**src/rtl/fpf_decoder_38_pkg.sv**
```systemverilog
// Shared constants for the 38-bit FPF decoder: Fibonacci weight table
// (FNS01..FNS39), decoded-value width, weight lookup and FSM encoding.
package fpf_decoder_38_pkg;

  localparam int FBLEN38 = 27;  // bits needed for the largest 38-bit FPF value
  localparam int FPF_CW  = 38;  // codeword width

  typedef logic [FBLEN38-1:0] fbval_t;

  localparam fbval_t FNS01 = 27'd1;
  localparam fbval_t FNS02 = 27'd1;
  localparam fbval_t FNS03 = 27'd2;
  localparam fbval_t FNS04 = 27'd3;
  localparam fbval_t FNS05 = 27'd5;
  localparam fbval_t FNS06 = 27'd8;
  localparam fbval_t FNS07 = 27'd13;
  localparam fbval_t FNS08 = 27'd21;
  localparam fbval_t FNS09 = 27'd34;
  localparam fbval_t FNS10 = 27'd55;
  localparam fbval_t FNS11 = 27'd89;
  localparam fbval_t FNS12 = 27'd144;
  localparam fbval_t FNS13 = 27'd233;
  localparam fbval_t FNS14 = 27'd377;
  localparam fbval_t FNS15 = 27'd610;
  localparam fbval_t FNS16 = 27'd987;
  localparam fbval_t FNS17 = 27'd1597;
  localparam fbval_t FNS18 = 27'd2584;
  localparam fbval_t FNS19 = 27'd4181;
  localparam fbval_t FNS20 = 27'd6765;
  localparam fbval_t FNS21 = 27'd10946;
  localparam fbval_t FNS22 = 27'd17711;
  localparam fbval_t FNS23 = 27'd28657;
  localparam fbval_t FNS24 = 27'd46368;
  localparam fbval_t FNS25 = 27'd75025;
  localparam fbval_t FNS26 = 27'd121393;
  localparam fbval_t FNS27 = 27'd196418;
  localparam fbval_t FNS28 = 27'd317811;
  localparam fbval_t FNS29 = 27'd514229;
  localparam fbval_t FNS30 = 27'd832040;
  localparam fbval_t FNS31 = 27'd1346269;
  localparam fbval_t FNS32 = 27'd2178309;
  localparam fbval_t FNS33 = 27'd3524578;
  localparam fbval_t FNS34 = 27'd5702887;
  localparam fbval_t FNS35 = 27'd9227465;
  localparam fbval_t FNS36 = 27'd14930352;
  localparam fbval_t FNS37 = 27'd24157817;
  localparam fbval_t FNS38 = 27'd39088169;
  localparam fbval_t FNS39 = 27'd63245986;

  // Weight of codeword bit 'index', i.e. FNS(index+1).
  function automatic fbval_t fns_weight(input logic [5:0] index);
    case (index)
      6'd0:  return FNS01;
      6'd1:  return FNS02;
      6'd2:  return FNS03;
      6'd3:  return FNS04;
      6'd4:  return FNS05;
      6'd5:  return FNS06;
      6'd6:  return FNS07;
      6'd7:  return FNS08;
      6'd8:  return FNS09;
      6'd9:  return FNS10;
      6'd10: return FNS11;
      6'd11: return FNS12;
      6'd12: return FNS13;
      6'd13: return FNS14;
      6'd14: return FNS15;
      6'd15: return FNS16;
      6'd16: return FNS17;
      6'd17: return FNS18;
      6'd18: return FNS19;
      6'd19: return FNS20;
      6'd20: return FNS21;
      6'd21: return FNS22;
      6'd22: return FNS23;
      6'd23: return FNS24;
      6'd24: return FNS25;
      6'd25: return FNS26;
      6'd26: return FNS27;
      6'd27: return FNS28;
      6'd28: return FNS29;
      6'd29: return FNS30;
      6'd30: return FNS31;
      6'd31: return FNS32;
      6'd32: return FNS33;
      6'd33: return FNS34;
      6'd34: return FNS35;
      6'd35: return FNS36;
      6'd36: return FNS37;
      6'd37: return FNS38;
      6'd38: return FNS39;
      default: return '0;
    endcase
  endfunction

  // FSM state encoding
  typedef enum logic [1:0] {
    ST_IDLE = 2'd0,
    ST_ACC  = 2'd1,
    ST_DONE = 2'd2
  } state_t;

endpackage

```
**src/rtl/fpf_decoder_38_pattern_check.sv**
```systemverilog
// Forbidden-pattern detector: flags any 3-bit window of the codeword
// equal to 010 or 101. Only instantiated when FPF_CHECK_EN is defined.
module fpf_pattern_check
  import fpf_decoder_38_pkg::*;
(
  input  logic [FPF_CW-1:0] i_code,
  output logic              o_err
);

  // Scan every 3-bit window for an isolated bit or an isolated hole
  always_comb begin
    // NOTE: default assigned first so every path drives o_err; no latch is inferred.
    o_err = 1'b0;
    for (int i = 0; i <= FPF_CW - 3; i++) begin
      if (i_code[i +: 3] == 3'b010 || i_code[i +: 3] == 3'b101) begin
        o_err = 1'b1;
      end
    end
  end

endmodule

```
**src/rtl/fpf_decoder_38.sv**
```systemverilog
// 38-bit FPF codeword to binary decoder. Latches the codeword, then sums
// BPC Fibonacci weights per cycle MSB-first; valid/ready on both sides.
// Optional forbidden-pattern flag (code_err) enabled by macro FPF_CHECK_EN.
module fpf_decoder_38
  import fpf_decoder_38_pkg::*;
#(
  parameter int BPC = 2,       // codeword bits consumed per accumulate cycle
  parameter int CW  = FPF_CW   // fixed codeword width
) (
  input  logic               clock,
  input  logic               reset_n,
  input  logic [CW-1:0]      code_in,
  input  logic               in_valid,
  output logic               in_ready,
  output logic [FBLEN38-1:0] data_out,
  output logic               out_valid,
  input  logic               out_ready
`ifdef FPF_CHECK_EN
  ,
  output logic               code_err
`endif
);

  localparam int N = CW / BPC;  // accumulate cycles per word

  // Reject unsupported configurations at elaboration
  if (!(BPC == 1 || BPC == 2 || BPC == 19 || BPC == 38)) begin : g_bad_bpc
    $error("fpf_decoder_38: BPC must be 1, 2, 19 or 38");
  end
  if (CW != FPF_CW || N * BPC != CW) begin : g_bad_cw
    $error("fpf_decoder_38: CW must be 38");
  end

  state_t       r_state;
  state_t       w_state_nxt;
  logic [CW-1:0] r_code;
  fbval_t       r_acc;
  fbval_t       r_data;
  logic [5:0]   r_idx;
  fbval_t       w_partial;
  logic         w_in_ready;
  logic         w_out_valid;
  logic         w_accept;
  logic         w_last;

  // Sum of the weights of the BPC set bits at idx..idx-BPC+1
  function automatic fbval_t partial_sum(input logic [CW-1:0] code,
                                         input logic [5:0]    idx);
    fbval_t     s;
    logic [5:0] b;
    s = '0;
    for (int j = 0; j < BPC; j++) begin
      b = idx - 6'(j);
      if (code[b]) s = s + fns_weight(b);
    end
    return s;
  endfunction

  assign w_partial = partial_sum(r_code, r_idx);
  assign w_accept  = in_valid && w_in_ready;
  assign w_last    = (r_state == ST_ACC) && (r_idx == 6'(BPC - 1));

  // State register
  always_ff @(posedge clock or negedge reset_n) begin
    if (!reset_n) begin
      r_state <= ST_IDLE;
    end else begin
      // NOTE: non-blocking so every flop samples pre-edge values regardless of block order.
      r_state <= w_state_nxt;
    end
  end

  // Next-state and handshake outputs
  always_comb begin
    w_state_nxt = r_state;
    w_in_ready  = 1'b0;
    w_out_valid = 1'b0;
    case (r_state)
      ST_IDLE: begin
        w_in_ready = 1'b1;
        if (in_valid) w_state_nxt = ST_ACC;
      end
      ST_ACC: begin
        if (w_last) w_state_nxt = ST_DONE;
      end
      ST_DONE: begin
        w_out_valid = 1'b1;
        if (out_ready) w_state_nxt = ST_IDLE;
      end
      default: w_state_nxt = ST_IDLE;
    endcase
  end

  // Codeword latch, accumulator, bit index and result register
  always_ff @(posedge clock or negedge reset_n) begin
    if (!reset_n) begin
      r_code <= '0;
      r_acc  <= '0;
      r_idx  <= 6'(CW - 1);
      r_data <= '0;
    end else if (w_accept) begin
      r_code <= code_in;
      r_acc  <= '0;
      r_idx  <= 6'(CW - 1);
    end else if (r_state == ST_ACC) begin
      r_acc <= r_acc + w_partial;
      if (w_last) begin
        r_data <= r_acc + w_partial;
      end else begin
        r_idx <= r_idx - 6'(BPC);
      end
    end
  end

  assign in_ready  = w_in_ready;
  assign out_valid = w_out_valid;
  assign data_out  = r_data;

`ifdef FPF_CHECK_EN
  logic w_chk_err;
  logic r_code_err;

  fpf_pattern_check u_check (
    .i_code (code_in),
    .o_err  (w_chk_err)
  );

  // Capture the pattern flag together with the codeword at accept
  always_ff @(posedge clock or negedge reset_n) begin
    if (!reset_n) begin
      r_code_err <= 1'b0;
    end else if (w_accept) begin
      r_code_err <= w_chk_err;
    end
  end

  assign code_err = r_code_err;
`endif

endmodule

```
**config.mk**
```make
export PLATFORM = sky130hd
export DESIGN_NAME = fpf_decoder_38
export DESIGN_NICKNAME = d
export VERILOG_FILES = /design/src/rtl/fpf_decoder_38_pkg.sv /design/src/rtl/fpf_decoder_38_pattern_check.sv /design/src/rtl/fpf_decoder_38.sv
export SDC_FILE = /design/constraint.sdc
export NUM_CORES = 1
export LEC_CHECK = 0
export CAP_MARGIN = 20
export CORE_UTILIZATION = 49
export DETAILED_ROUTE_END_ITERATION = 8
export PLACE_DENSITY = 0.73
export SYNTH_ARGS = -nofsm -noshare
export SYNTH_HDL_FRONTEND = slang
export SYNTH_SLANG_ARGS = --single-unit
export TNS_END_PERCENT = 10
```
**constraint.sdc**
```tcl
create_clock -name clock -period 10.5 [get_ports clock]
set_clock_uncertainty 0.1 [all_clocks]
set_input_delay 2.625 -clock clock [delete_from_list [all_inputs] [get_ports clock]]
set_output_delay 2.625 -clock clock [all_outputs]
set_load 0.02 [all_outputs]
```
# [Word-level counts from Yosys, hierarchy flattened]
# Memory sizes are Yosys's and may differ from the RTL's.
# Index checks and enable logic that the tools add are counted.
# Widths: inputs -> output; s select.
[op_classes] n_reduce_logical=7 bitwise_logic=1 n_div=0 order_cmp=2 eq_ne=7 mux=18 mul=0 n_addsub=4 shifts=0
[ops] op="$mux 27" count=5
[ops] op="$add 27x27->27" count=2
[ops] op="$mux 6" count=3
[ops] op="$lt 6x7->1 const B" count=2
[ops] op="$bmux 1 s6" count=2
[ops] op="$ne 2x2->1 const B" count=4
[ops] op="$eq 6x1->1 const B" count=1
[ops] op="$mux 2" count=3
[ops] op="$pmux 2 s3" count=1
[ops] op="$reduce_and 3->1" count=2
[ops] op="$sub 6x1->6 const B" count=1
[ops] op="$sub 6x2->6 const B" count=1
[ops] op="$mux 1" count=4
[ops] op="$eq 2x1->1 const B" count=1
[ops] op="$eq 2x2->1 const B" count=1
[ops] op="$logic_and 1x1->1" count=2
[ops] op="$logic_not 2->1" count=1
[ops] op="$reduce_and 2->1" count=1
[ops] op="$reduce_bool 2->1" count=1
[ops] op="$not 1->1" count=1
[word_totals] latchBits=0 word_cells=46 input_bits=42 ramBits=0 romBits=3328 regBits=100 mem_count=2
[mem_list] name="(no name shown)" words=64 width=26 rd=1 rd_ports_with_merged_regs=0 wr=0 line="fpf_decoder_38_pkg.sv:52" source="case (index)"
[mem_list] name="(no name shown)" words=64 width=26 rd=1 rd_ports_with_merged_regs=0 wr=0 line="fpf_decoder_38_pkg.sv:52"

# [Logic depth before layout (Yosys ltp)]
# Gate-level depths: netlist of the first run.
[logic_depth] word_depth=9 depth_mapped=35 mapped_depth_nobuf=30

# [Worst setup path after synthesis of the first run]
# OpenSTA, ideal clock, no wires.
[synth_timing] kind="reg-to-reg" start="register r_idx[1]" end="register r_acc[26]" slack_ns=2.897 path_stages_with_launch=35 arrival_ns=7.416 path_buffers=5 period_less_slack_ns=7.603 path_cell_list="dfrtp_1 > buf_2 > buf_2 > clkinv_1 > ha_1 > inv_1 > ha_1 > clkbuf_1 > buf_1 > inv_1 > clkbuf_1 > ha_1 > inv_1 > a22o_1 > a31oi_1 > o22ai_1 > fa_1 > a21o_1 > a221oi_1 > nor3_1 > o21ai_0 > nor2_1 > a311oi_1 > xor2_1 > a21oi_1 > ha_1 > a21o_1 > a21o_1 > a2111oi_0 > o22ai_1 > a21oi_1 > o21ai_0 > xor2_2 > or3_1 > o211ai_1"
[synth_between] elab_chain_cells=8 elab_cells_between_ends=14 classes_between="3 x add/sub; 9 x mux; 2 x memory"
[synth_lines] element="from (decl)" line="fpf_decoder_38.sv:39" source="logic [5:0] r_idx;"
[synth_lines] element="from (signal assigned)" line="fpf_decoder_38.sv:99" source="r_idx <= 6'(CW - 1);"
[synth_lines] element="from (signal assigned)" line="fpf_decoder_38.sv:104" source="r_idx <= 6'(CW - 1);"
[synth_lines] element="from (signal assigned)" line="fpf_decoder_38.sv:110" source="r_idx <= r_idx - 6'(BPC);"
[synth_lines] element="$sub 6x1->6 or $bmux 1 s6 (tied branches)" line="fpf_decoder_38.sv:53, fpf_decoder_38.sv:54"
[synth_lines] element="$mem_v2 64x26 or $mux 1 (tied branches)"
[synth_lines] element="$mux 27" line="fpf_decoder_38.sv:54" source="if (code[b]) s = s + fns_weight(b);"
[synth_lines] element="$add 27x27->27" line="fpf_decoder_38.sv:54"
[synth_lines] element="$mux 27 *" line="fpf_decoder_38.sv:54"
[synth_lines] element="$add 27x27->27 *" line="fpf_decoder_38.sv:106" source="r_acc <= r_acc + w_partial;"
[synth_lines] element="$mux 27 *" line="fpf_decoder_38.sv:105" source="end else if (r_state == ST_ACC) begin"
[synth_lines] element="$mux 27 *" line="fpf_decoder_38.sv:101" source="end else if (w_accept) begin"
[synth_lines] element="to (signal assigned)" line="fpf_decoder_38.sv:106"
[synth_lines] element="to (decl)" line="fpf_decoder_38.sv:37" source="fbval_t r_acc;"
# Mark *: on every way between the ends. The rest lies on a longest branch, timed or not. The select of a mux whose other input is x is not followed.
# A chain may end at the register's enable or synchronous reset.

# [Worst setup path in the final report of the first run]
# Same ends and word-level chain as after synthesis.

==> impl_metrics.json, run 1 <==
{
  "status": "finished, violations left",
  "violations": "design-rule violations",
  "dieArea_um2": 19580,
  "tightest_slew_ns": 0.9758,
  "synthesis.yosys.warnings": 0,
  "area_growth_pct": 12.65,
  "arrival_ns": 9.41,
  "num_rows": 50,
  "clockRootBuffer": "clkbuf_16",
  "synth-edff-count": 0,
  "gp_congestion": 0.9825,
  "cts_tree": "yes",
  "power_leakage_nw": 4.763,
  "avgSynthCellArea_um2": 7.783,
  "grt_overflow": 0,
  "drt-pass1-iter-count": 9,
  "slowest_delay_ns": 1.01,
  "fin_nets": 1337,
  "path_max_fanout": 25,
  "synth_top_cell_by_area": "dfrtp_1",
  "ys_top_cells_by_area": "dfrtp_1 (26%), ha_1 (9.8%), nand2_1 (8.9%)",
  "grt_usage_pct": 29.06,
  "clk_pin_slew_ns": 0.08,
  "synthTopCellsByCount": "nand2_1 (221), o21ai_0 (128), a21oi_1 (104)",
  "finalMaxSlewViolations": 0,
  "grt_pass1_wl_mm": 45.08,
  "synth.cell_area_um2": 9324,
  "setup_viol": 0,
  "total_power_mw": 4.116,
  "maxCapViolCount": 0,
  "slowest_stage": "dfrtp_1",
  "coreArea_um2": 18710,
  "dpl.cell_count": 1443,
  "hpwl_mm": 20.31,
  "ioPinCount": 71,
  "stdcell_count": 1459,
  "first_global_vias": 8447,
  "drive_above_1_share_pct": 7.837,
  "start_util_pct": 49.85,
  "synth_flop_cell": "dfrtp_1",
  "path_class": "register to register",
  "critical_path.top_delay_family": "compound AO/OA/AOI/OAI gates",
  "min_period_ns": 9.235,
  "route.vias.total": 8984,
  "ys_seq_elements": 100,
  "grt_max_degree": 70,
  "peakVddDrop_uv": 207.4,
  "path_depth": 29,
  "clock_latency_ns": 0.36,
  "multiInputGateArea_um2": 6412,
  "fill_cells": 1697,
  "viasPerCell": 6.158,
  "startpoint_type": "register",
  "whs_path_depth": 2,
  "hold_viol": 0,
  "slew_headroom_pct": 33.27,
  "antenna_found_initial": 0,
  "cp-end-kind": "register",
  "synth_most_common_cell": "nand2_1",
  "clkSinkCount": 100,
  "routed_wl_mm": 27.62,
  "postRouteAntennaNets": 0,
  "fin_tns_setup_ns": 0,
  "worst_hold_slack_ns": 0.3854,
  "powerDensity_nw_per_um2": 391.9,
  "seqCellArea_um2": 2506,
  "h-tree-depth": 3,
  "min_period_over_period_pct": 87.95,
  "clk_path_buf_depth": 2,
  "crit_top_cell": "o21ai_0",
  "cts_setup_buffers": 0,
  "fp.dieH_um": 139.9,
  "ctsHoldBuffers": 0,
  "r2r_cells": 29,
  "wl_per_cell_um": 18.93,
  "synth_top_area_share_pct": 26.03,
  "synth_cells": 1198,
  "diodes": 0,
  "die_w_um": 139.9,
  "max_freq_mhz": 108.3,
  "synth_fp_nets": 1315,
  "ys_seq_area_share_pct": 26.88,
  "cts_buffers": 9,
  "drt_iter0_drc": 1013,
  "drc_errors": 1,
  "async_reset_ff_share_pct": 100.0,
  "rsz0062_at_grt": "false",
  "cts_resized": 0,
  "yosysUniqueCellTypes": 69,
  "hold_path_class": "register to register",
  "required_ns": 10.68,
  "port_buffers": 70,
  "crit_buf_inv": 1
}
-- final timing paths --
check	from	end	slack, ns
worst min register to register	data_out[8]$_DFFE_PN0P_	data_out[8]$_DFFE_PN0P_	0.39
worst max-delay path	r_idx[1]$_DFFE_PN0P_	r_acc[26]$_DFFE_PN0P_	1.27
max in group asynchronous	reset_n	r_acc[20]$_DFFE_PN0P_	6.95
min in group asynchronous	reset_n	r_code[26]$_DFFE_PN0P_	2.09
worst max register to register	r_idx[1]$_DFFE_PN0P_	r_acc[26]$_DFFE_PN0P_	1.27
worst min-delay path	data_out[8]$_DFFE_PN0P_	data_out[8]$_DFFE_PN0P_	0.39
-- cells by family after synthesis --
group,Yosys count,share of synthesized area (%)
muxes,46,8.105
and+or+nand+nor,429,19.61
xor gates and xnor gates,56,5.421
buffers and inverters,108,4.536
DFF,100,26.88
AOI/OAI and AO/OA,384,25.23
adders and majority gates,75,10.23
-- area by class of cell --
type,count,area share [%]
clock buffer,9,2.144
inverter,27,0.9649
clock inverter,7,0.9768
tap,234,2.787
sequential,100,23.86
multi-input combinational,990,61.05
timing repair buffer,92,8.219
-- stage by stage --
stage | setup slack, ns | cell area, um^2 | util [%]
4_1_cts | 1.476 | 10500 | 56.15
3_3_place_gp | 1.794 | 10180 | 54.40
6_report | 1.265 | 10500 | 56.15
3_5_place_dp | 1.495 | 10180 | 54.40
2_1_floorplan | 2.897 | 9324 | -
5_1_grt | 0.7343 | 10500 | 56.15
-- registers in the layout, indices dropped and copies added (netlist names) --
register  flops
r_code       38
data_out     27
r_acc        27
r_idx         6
r_state       2
-- cells in the final DEF, fill, tap and decap left out, types with 9 or more instances in the layout --
master	count
o22ai_1	11
a211oi_1	12
dfrtp_1	97
xnor2_1	31
a21o_1	28
nor2b_1	11
o211ai_1	12
o21ai_0	128
buf_4	23
clkdlybuf4s50_1	69
nor3_1	13
mux2_2	16
nand3_1	48
xor2_1	22
a31oi_1	11
clkbuf_16	9
nand2_1	220
a21oi_1	104
nand2b_1	10
inv_1	24
ha_1	73
nor2_1	92
mux4_2	22
-- tightest hold or removal path: cells and delay by family (launching register included) --
| family | cells | cell delay (ns) |
|---|---|---|
| AOI/OAI and AO/OA | 1 | 0.06 |
| and+or+nand+nor | 1 | 0.04 |
| DFF | 1 | 0.34 |
-- power by group --
part           internal (mW)  switching (mW)
Clock                  0.194           0.177
Sequential             0.572           0.140
Combinational           1.18            1.86
Total                   1.94            2.17
-- layer usage --
| layer | routed length [um] | global-route usage [%] | up-vias |
|---|---|---|---|
| met2 | 11930 | 42.61 | 356 |
| met5 | 0 | 0 | - |
| met3 | 1892 | 4.376 | 72 |
| met1 | 12800 | 42.33 | 4216 |
| li1 | - | - | 4340 |
| met4 | 998 | 12.72 | 0 |
(Power assumes the default switching activity.)
==> run 2: changes to the inputs <==
--- a/config.mk
+++ b/config.mk
@@ -5,10 +5,11 @@
 export SDC_FILE = /design/constraint.sdc
 export NUM_CORES = 1
 export LEC_CHECK = 0
-export CAP_MARGIN = 20
-export CORE_UTILIZATION = 49
+export CAP_MARGIN = 25
+export CORE_MARGIN = 2
+export CORE_UTILIZATION = 45
 export DETAILED_ROUTE_END_ITERATION = 8
-export PLACE_DENSITY = 0.73
+export PLACE_DENSITY = 0.68
 export SYNTH_ARGS = -nofsm -noshare
 export SYNTH_HDL_FRONTEND = slang
 export SYNTH_SLANG_ARGS = --single-unit
==> impl_metrics.json, run 2 (synthesized netlist as in run 1, its figures left out) <==
{
  "dieArea_um2": 21890,
  "drt-pass1-iter-count": 6,
  "share_seq_of_total_power_pct": 17.0,
  "port_buffers": 70,
  "total_power_mw": 4.092,
  "swShare_pct": 53.22,
  "drt_iter0_drc": 1213,
  "grt_overflow": 0,
  "routed_wl_mm": 27.87,
  "required_ns": 10.69,
  "clkSinkCount": 100,
  "cts_tree": "yes",
  "largest_reg_flops": 38,
  "cp-end-kind": "register",
  "top_layer": "met4",
  "cts_setup_buffers": 0,
  "rsz0062_at_grt": "false",
  "switching_power_mw": 2.178,
  "mostFrequentLayoutCell": "nand2_1",
  "clkPwrFrac_pct": 8.1,
  "h-tree-depth": 3,
  "clk_path_buf_depth": 2,
  "max_freq_mhz": 114.7,
  "reg2reg_slack_ns": 1.78,
  "min_period_ns": 8.719,
  "met2WireLength_mm": 12.16,
  "path_class": "register to register",
  "area_growth_pct": 12.57,
  "worstSetupStartpoint": "r_idx[0]$_DFFE_PN1P_",
  "setup_viol": 0,
  "powerDensity_nw_per_um2": 389.9,
  "fill_cells": 1993,
  "die_w_um": 147.9,
  "route.vias.total": 9077,
  "arrival_ns": 8.90,
  "mostFrequentLayoutCells": "nand2_1 (220), o21ai_0 (128), a21oi_1 (104)",
  "drive_above_1_share_pct": 7.604,
  "slowest_delay_ns": 1.14,
  "hold_viol": 0,
  "clock_latency_ns": 0.37,
  "fin_nets": 1335,
  "regMostFlops": "r_code",
  "grt_max_degree": 68,
  "r2r_end": "r_acc[26]$_DFFE_PN0P_",
  "path_max_fanout": 36,
  "grt_pass1_wl_mm": 45.71,
  "viasPerCell": 6.076,
  "gp_congestion": 0.9982,
  "ctsHoldBuffers": 0,
  "final_util_pct": 51.71,
  "clockRootBuffer": "clkbuf_16",
  "postRouteAntennaNets": 0,
  "hold_path_class": "register to register",
  "postPlaceCellArea_um2": 10210,
  "cts_buffers": 9,
  "min_period_over_period_pct": 83.04,
  "peakVddDrop_uv": 184.7,
  "r2r_cells": 29,
  "status": "finished clean",
  "fin_tns_setup_ns": 0,
  "first_global_vias": 8630,
  "slowest_stage": "dfstp_2",
  "wl_per_cell_um": 18.66,
  "met3RoutedLength_mm": 1.893,
  "multiInputGateArea_um2": 6412,
  "tightest_slew_ns": 1.074,
  "endpoint": "r_acc[26]$_DFFE_PN0P_",
  "fin_area_um2": 10500,
  "rr_startpoint": "r_idx[0]$_DFFE_PN1P_",
  "startpoint_type": "register",
  "num_rows": 52,
  "internal-power_mw": 1.914,
  "ioPinCount": 71,
  "grt_usage_pct": 25.87,
  "finalMaxSlewViolations": 0,
  "seqCellArea_um2": 2506,
  "coreArea_um2": 20300,
  "slew_headroom_pct": 26.58,
  "hpwl_mm": 20.30,
  "comb_power_share_pct": 74.8,
  "wl_met1_mm": 13.14,
  "clk_pin_slew_ns": 0.08,
  "drc_errors": 0,
  "antenna_found_initial": 0,
  "worst_hold_slack_ns": 0.3807,
  "fp.dieH_um": 147.9,
  "power_leakage_nw": 4.732,
  "start_util_pct": 45.93,
  "maxCapViolCount": 0,
  "cts_resized": 0
}
-- run 2: changes by cell type in the layout (fill, tap and decap cells not counted) --
cell / previous run / this run
diode_2: 0 / 1
bufinv_16: 1 / 0
clkinv_8: 2 / 0
clkbuf_8: 0 / 1
clkinv_4: 1 / 2
clkinvlp_4: 0 / 1
buf_4: 23 / 21
clkbuf_1: 0 / 1
inv_8: 2 / 1
-- run 2: per-stage QoR --
step                      setup slack [ns]  instances
final                                1.781       1494
after global routing                 1.126       1493
after CTS                            1.980       1493
after detailed placement             2.021       1477
after global placement               2.174       1477
after floorplan                      2.897       1198
-- run 2: worst max-delay path: cells and delay by family, from the launching register on --
family	cells	cell delay, ns
AO/OA/AOI/OAI	15	3.46
adder cells (fa/ha/maj)	5	1.99
flip-flops	1	1.14
buffers and inverters	4	0.99
AND/OR/NAND/NOR	3	0.60
XOR/XNOR	2	0.36
-- run 2: per-layer routing --
| metal | track usage (%) | vias to the layer above |
|---|---|---|
| met5 | 0 | - |
| met1 | 38.46 | 4303 |
| met4 | 6.810 | 0 |
| met3 | 4.136 | 61 |
| li1 | - | 4350 |
| met2 | 39.23 | 363 |
-- run 2: power groups by stage --
| stage | logic [mW] | registers (mW) | clock network (mW) |
|---|---|---|---|
| final | 3.06 | 0.697 | 0.333 |
| after global routing | 3.35 | 0.722 | 0.354 |
| after CTS | 3.00 | 0.698 | 0.342 |
| after detailed placement | 2.99 | 0.703 | 0 |
| after global placement | 2.97 | 0.699 | 0 |
| after floorplan | 2.17 | 0.717 | 0 |
-- run 2: worst min path at each step --
| stage | startpoint | slack (ns) | cells past startpoint | end |
|---|---|---|---|---|
| CTS | data_out[10]$_DFFE_PN0P_ | 0.39 | 2 | data_out[10]$_DFFE_PN0P_ |
| global route | data_out[10]$_DFFE_PN0P_ | 0.42 | 2 | data_out[10]$_DFFE_PN0P_ |
| detailed placement | data_out[10]$_DFFE_PN0P_ | 0.37 | 2 | data_out[10]$_DFFE_PN0P_ |
| global placement | data_out[20]$_DFFE_PN0P_ | 0.37 | 2 | data_out[20]$_DFFE_PN0P_ |
| finish | data_out[10]$_DFFE_PN0P_ | 0.38 | 2 | data_out[10]$_DFFE_PN0P_ |
| floorplan | r_code[18]$_DFFE_PN0P_ | 0.36 | 2 | r_code[18]$_DFFE_PN0P_ |
-- run 2: area by class of cell --
cell class                 count  area share [%]
multi-input combinational    990           61.09
inverter                      27          0.9655
sequential                   100           23.88
clock buffer                  11           2.313
tap                          270           3.219
clock inverter                 5          0.4291
timing repair buffer          90           8.082
antenna                        1         0.02384
